==> src/rtl/lcd_controller.sv <==
// Plays each word stored to the LCD register out as a timed HD44780-style write cycle.
// Optional power-up init sequence (0x38, 0x0C, 0x01, 0x06) is enabled with LCD_INIT_EN.
module lcd_controller #(
    parameter int unsigned T_SETUP_CYC   = 2,
    parameter int unsigned T_EN_CYC      = 12,
    parameter int unsigned T_HOLD_CYC    = 2,
    parameter int unsigned T_EXEC_CYC    = 2000,
    parameter int unsigned T_CLEAR_CYC   = 82000,
`ifdef LCD_INIT_EN
    parameter int unsigned T_POWERUP_CYC = 750000,
`endif
    parameter int unsigned CNT_W         = 20
) (
    input  logic        i_clk,
    input  logic        i_reset,
    input  logic        i_lcd_wr,
    input  logic [31:0] i_lcd_word,
    output logic [7:0]  o_lcd_data,
    output logic        o_lcd_rs,
    output logic        o_lcd_rw,
    output logic        o_lcd_en,
    output logic        o_lcd_on,
    output logic        o_busy,
    output logic        o_overrun
);

    typedef enum logic [2:0] {
        StIdle,
        StSetup,
        StPulse,
        StHold,
        StExec
`ifdef LCD_INIT_EN
        , StInitWait
`endif
    } state_e;

    state_e           state_q;
    logic [CNT_W-1:0] cnt_q;
    logic [7:0]       data_q;
    logic             rs_q;
    logic             en_q;
    logic             on_q;
    logic             busy_q;
    logic             overrun_q;
    logic             pend_valid_q;
    logic             pend_rs_q;
    logic [7:0]       pend_data_q;

    logic             wr_cmd;
    logic             exec_done;
    logic             is_clear;
    logic             issue;
    logic             issue_rs;
    logic [7:0]       issue_data;
    logic             take_word;
    logic             drain;
    logic             unused_word;

    assign unused_word = ^i_lcd_word[30:10];

    assign wr_cmd    = i_lcd_wr & ~i_lcd_word[8];
    assign exec_done = (state_q == StExec) && (cnt_q == '0);
    // Clear/home commands need the long execution wait
    assign is_clear  = !rs_q && (data_q == 8'h01 || data_q == 8'h02 || data_q == 8'h03);

`ifdef LCD_INIT_EN
    logic       init_active_q;
    logic [1:0] init_idx_q;
    logic       init_more;

    assign init_more = init_active_q && (init_idx_q != 2'd3);

    function automatic logic [7:0] init_cmd(input logic [1:0] idx);
        case (idx)
            2'd0:    init_cmd = 8'h38;
            2'd1:    init_cmd = 8'h0C;
            2'd2:    init_cmd = 8'h01;
            default: init_cmd = 8'h06;
        endcase
    endfunction
`endif

    // Selects the word that starts a new bus cycle on this edge, if any
    always_comb begin
        issue      = 1'b0;
        issue_rs   = i_lcd_word[9];
        issue_data = i_lcd_word[7:0];
        take_word  = 1'b0;
        drain      = 1'b0;
        if (state_q == StIdle && wr_cmd) begin
            issue     = 1'b1;
            take_word = 1'b1;
        end
`ifdef LCD_INIT_EN
        else if (state_q == StInitWait && cnt_q == '0) begin
            issue      = 1'b1;
            issue_rs   = 1'b0;
            issue_data = init_cmd(2'd0);
        end
        else if (exec_done && init_more) begin
            issue      = 1'b1;
            issue_rs   = 1'b0;
            issue_data = init_cmd(init_idx_q + 2'd1);
        end
`endif
        else if (exec_done && pend_valid_q) begin
            issue      = 1'b1;
            drain      = 1'b1;
            issue_rs   = pend_rs_q;
            issue_data = pend_data_q;
        end
        else if (exec_done && wr_cmd) begin
            issue     = 1'b1;
            take_word = 1'b1;
        end
    end

    always_ff @(posedge i_clk) begin
        if (i_reset) begin
            data_q       <= '0;
            rs_q         <= 1'b0;
            en_q         <= 1'b0;
            on_q         <= 1'b0;
            overrun_q    <= 1'b0;
            pend_valid_q <= 1'b0;
            pend_rs_q    <= 1'b0;
            pend_data_q  <= '0;
`ifdef LCD_INIT_EN
            state_q       <= StInitWait;
            cnt_q         <= CNT_W'(T_POWERUP_CYC - 1);
            busy_q        <= 1'b1;
            init_active_q <= 1'b1;
            init_idx_q    <= 2'd0;
`else
            state_q      <= StIdle;
            cnt_q        <= '0;
            busy_q       <= 1'b0;
`endif
        end else begin
            if (i_lcd_wr) begin
                on_q <= i_lcd_word[31];
            end

            if (drain) begin
                pend_valid_q <= 1'b0;
            end
            if (wr_cmd && !take_word) begin
                if (!pend_valid_q || drain) begin
                    pend_valid_q <= 1'b1;
                    pend_rs_q    <= i_lcd_word[9];
                    pend_data_q  <= i_lcd_word[7:0];
                end else begin
                    overrun_q <= 1'b1;
                end
            end

`ifdef LCD_INIT_EN
            if (exec_done && init_active_q) begin
                if (init_idx_q == 2'd3) begin
                    init_active_q <= 1'b0;
                end else begin
                    init_idx_q <= init_idx_q + 2'd1;
                end
            end
`endif

            case (state_q)
                StIdle: ;
                StSetup: begin
                    if (cnt_q == '0) begin
                        state_q <= StPulse;
                        cnt_q   <= CNT_W'(T_EN_CYC - 1);
                        en_q    <= 1'b1;
                    end else begin
                        cnt_q <= cnt_q - 1'b1;
                    end
                end
                StPulse: begin
                    if (cnt_q == '0) begin
                        state_q <= StHold;
                        cnt_q   <= CNT_W'(T_HOLD_CYC - 1);
                        en_q    <= 1'b0;
                    end else begin
                        cnt_q <= cnt_q - 1'b1;
                    end
                end
                StHold: begin
                    if (cnt_q == '0) begin
                        state_q <= StExec;
                        cnt_q   <= is_clear ? CNT_W'(T_CLEAR_CYC - 1) : CNT_W'(T_EXEC_CYC - 1);
                    end else begin
                        cnt_q <= cnt_q - 1'b1;
                    end
                end
                StExec: begin
                    if (cnt_q == '0) begin
                        state_q <= StIdle;
                        busy_q  <= 1'b0;
                    end else begin
                        cnt_q <= cnt_q - 1'b1;
                    end
                end
`ifdef LCD_INIT_EN
                StInitWait: begin
                    if (cnt_q != '0) begin
                        cnt_q <= cnt_q - 1'b1;
                    end
                end
`endif
                default: state_q <= StIdle;
            endcase

            // A new cycle overrides whatever the state case decided
            if (issue) begin
                state_q <= StSetup;
                cnt_q   <= CNT_W'(T_SETUP_CYC - 1);
                rs_q    <= issue_rs;
                data_q  <= issue_data;
                busy_q  <= 1'b1;
            end
        end
    end

    assign o_lcd_data = data_q;
    assign o_lcd_rs   = rs_q;
    assign o_lcd_rw   = 1'b0;
    assign o_lcd_en   = en_q;
    assign o_lcd_on   = on_q;
    assign o_busy     = busy_q;
    assign o_overrun  = overrun_q;

endmodule

==> config.mk <==
export PLATFORM = sky130hd
export DESIGN_NAME = lcd_controller
export DESIGN_NICKNAME = d
export VERILOG_FILES = /design/src/rtl/lcd_controller.sv
export SDC_FILE = /design/constraint.sdc
export NUM_CORES = 1
export LEC_CHECK = 0
export CORE_MARGIN = 1
export CORE_UTILIZATION = 30
export CTS_CLUSTER_SIZE = 25
export DETAILED_ROUTE_END_ITERATION = 8
export PLACE_DENSITY = 0.6
export SYNTH_ARGS = -nofsm -noshare
export SYNTH_HDL_FRONTEND = slang
export SYNTH_SLANG_ARGS = --single-unit
==> constraint.sdc <==
create_clock -name i_clk -period 6.1 [get_ports i_clk]
set_clock_uncertainty 0.1 [all_clocks]
set_input_delay 1.22 -clock i_clk [delete_from_list [all_inputs] [get_ports i_clk]]
set_output_delay 1.22 -clock i_clk [all_outputs]
set_load 0.05 [all_outputs]
==> impl_metrics.env <==
export IMPL_status="completed"
export IMPL_clock_root_buffer="clkbuf_8"
export IMPL_seqCellArea_um2=921
export IMPL_worstSetupPathType="in -> reg"
export IMPL_syn_area_per_cell_um2=8.15
export IMPL_yosysTopAreaCell="dfxtp_1"
export IMPL_seq_power_share_pct=26.2
export IMPL_clock_fmax_mhz=286
export IMPL_hold_viol=0
export IMPL_vias=2314
export IMPL_setup_viol=0
export IMPL_diodes=0
export IMPL_async_flop_share_pct=0
export IMPL_swShare_pct=52.7
export IMPL_synth_nets=350
export IMPL_drive_above_1_share_pct=5.78
export IMPL_rsz0062_at_grt="no"
export IMPL_clkSlewWorstSetupHoldPaths_ns=0.09
export IMPL_cts_buffers=5
export IMPL_dp_cells=426
export IMPL_finalCriticalPeriod_ns=3.50
export IMPL_stdcell_area_um2=2940
export IMPL_grt_max_degree=31
export IMPL_whs_path_depth=2
export IMPL_drv_slew=0
export IMPL_clock_sinks=46
export IMPL_yosysUniqueCellTypes=59
export IMPL_synthToLayoutAreaGrowth_pct=15.2
export IMPL_antenna_found_initial=0
export IMPL_fillerInstances=856
export IMPL_worst_slack_ns=2.60
export IMPL_crit_required_ns=6.23
export IMPL_dpl_instance_area_um2=2850
export IMPL_route_top_layer_used="met4"
export IMPL_cap_violations=0
export IMPL_power_density_nw_per_um2=623
export IMPL_tritoncts="built"
export IMPL_period_share_pct=57.3
export IMPL_synth_most_common_cell="dfxtp_1"
export IMPL_tightestPinTransition_ns=1.13
export IMPL_clk_latency_ns=0.30
export IMPL_synth_warnings=0
export IMPL_ys_top_cells_by_area="dfxtp_1, mux2i_1, nor2_1"
export IMPL_synth_edf_count=0
export IMPL_yosysSeqAreaShare_pct=36.1
export IMPL_ant_nets=0
export IMPL_drcViolationCount=0
export IMPL_die_w_um=94.2
export IMPL_cp_startpoint="i_reset"
export IMPL_whs_ns=0.384
export IMPL_multi_input_area_um2=1500
export IMPL_rr_startpoint="state_q[1]$_SDFFE_PP0P_"
export IMPL_post_route_util_pct=35.8
export IMPL_portBuffers=26
export IMPL_wire_per_inst_um=14.3
export IMPL_peakVddDrop_v=0.000233
export IMPL_yosysTopAreaCellShare_pct=36.1
export IMPL_pre_cts_ws_ns=2.28
export IMPL_die_h_um=94.2
export IMPL_die_area_um2=8870
export IMPL_combPwrFrac_pct=63.4
export IMPL_tns_ns=0
export IMPL_r2r_slack_ns=3.11
export IMPL_coreArea_um2=8220
export IMPL_hold_path_class="reg -> reg"
export IMPL_end_kind="flip-flop"
export IMPL_synthTopCellsByCount="dfxtp_1, nor2_1, nand2_1"
export IMPL_critPathLaunchType="input pin"
export IMPL_initialDrtViolationCount=136
export IMPL_rows=33
export IMPL_wl_met1_um=3040
export IMPL_ys_seq_elements=46
export IMPL_routed_via_density=5.33
export IMPL_p_int_mw=0.865
export IMPL_ctsHoldBuffers=0
export IMPL_nets=365
export IMPL_htree_levels=2
export IMPL_crit_arrival_ns=3.62
export IMPL_r2r_end="cnt_q[14]$_SDFFE_PP0P_"
export IMPL_rr_worst_depth=5
export IMPL_dr_pass1_iters=4
export IMPL_gp_congestion=0.804
export IMPL_grt_pass1_wl_um=10400
export IMPL_cts_resized=0
export IMPL_track_usage_pct=15.0
export IMPL_power_mw=1.83
export IMPL_grt_ovfl_total=0
export IMPL_cts_setup_buffers=0
export IMPL_synth_main_ff_cell="dfxtp_1"
export IMPL_pwr_share_clk_pct=10.4
export IMPL_synth_area_um2=2550
export IMPL_grt_pass1_vias=2159
export IMPL_wl_met3_um=219
export IMPL_whs_endpoint="o_lcd_data[7]$_SDFFE_PP0P_"
export IMPL_stdcell_count=434
export IMPL_drt_wl_total_um=6220
export IMPL_ios=49
export IMPL_met2_length_um=2930
export IMPL_switchingPower_mw=0.965
export IMPL_initial_core_util_pct=31.0
export IMPL_cts_buffer_depth=2
export IMPL_path_max_fanout=23
export IMPL_dpl_hpwl_um=4300
export IMPL_hold_path_startpoint="o_lcd_data[7]$_SDFFE_PP0P_"
export IMPL_p_leak_nw=1.08
export IMPL_synth_cells=313
export IMPL_slew_headroom_pct=24.2
[routing by layer]
layer  GRT usage (%)  up-vias
met5               0        -
met4            3.97        0
met3            3.48        2
met2            24.0       38
met1            20.0     1113
li1                -     1161
[power groups by stage]
stage	registers (mW)	logic, mW	clock network [mW]
3_5_place_dp	0.484	1.15	0
2_1_floorplan	0.483	0.909	0
5_1_grt	0.493	1.30	0.211
3_3_place_gp	0.482	1.14	0
4_1_cts	0.479	1.16	0.198
6_report	0.479	1.16	0.191
[cell type report]
class                      instances  share of cell area, %
clock inverter                     3                  0.724
timing repair buffer              28                   9.37
multi-input combinational        242                   51.1
tap                              105                   4.47
sequential                        46                   31.3
clock buffer                       5                   2.34
inverter                           5                  0.639
[state kept, by name, summed over array words and instances, names as in the netlist]
signal / flops
pend_valid_q: 1
o_lcd_rs: 1
o_busy: 1
o_lcd_data: 8
o_lcd_en: 1
cnt_q: 20
o_lcd_on: 1
o_overrun: 1
pend_rs_q: 1
pend_data_q: 8
state_q: 3
[worst max path at each step]
stage / endpoint / slack, ns / cells after the start
floorplan: cnt_q[10]$_SDFFE_PP0P_ / 3.49 / 7
detailed placement: cnt_q[14]$_SDFFE_PP0P_ / 2.28 / 4
finish: cnt_q[14]$_SDFFE_PP0P_ / 2.60 / 4
global placement: cnt_q[16]$_SDFFE_PP0P_ / 2.31 / 4
CTS: cnt_q[14]$_SDFFE_PP0P_ / 2.59 / 4
global route: cnt_q[16]$_SDFFE_PP0P_ / 2.43 / 4
[logic make-up after synthesis]
| family | after synthesis | synth area share (%) |
|---|---|---|
| multiplexers | 19 | 7.46 |
| other | 1 | 0.147 |
| XOR/XNOR | 9 | 3.09 |
| buffers and inverters | 25 | 5.00 |
| flip-flops | 46 | 36.1 |
| adder cells (fa/ha/maj) | 2 | 0.981 |
| AND/OR/NAND/NOR | 132 | 27.0 |
| AO/OA/AOI/OAI | 79 | 20.2 |
[worst max-delay path: stages]
cell	delay, ns
clkdlybuf4s50_1	0.86
a21oi_1	1.06
nand2_1	0.23
o21ai_0	0.23
[cells in the final DEF, fill, tap and decap left out, types with 4 or more instances in the layout]
| cell type | count |
|---|---|
| a211oi_1 | 4 |
| a21oi_1 | 16 |
| a31oi_1 | 5 |
| and3_1 | 6 |
| clkbuf_8 | 5 |
| clkdlybuf4s50_1 | 26 |
| dfxtp_1 | 46 |
| inv_1 | 5 |
| mux2i_1 | 19 |
| nand2_1 | 29 |
| nand3_1 | 11 |
| nor2_1 | 44 |
| nor2b_1 | 5 |
| nor3_1 | 7 |
| nor4_1 | 4 |
| o21ai_0 | 20 |
| xor2_1 | 6 |
No activity file was read; power rests on OpenSTA's default activity.
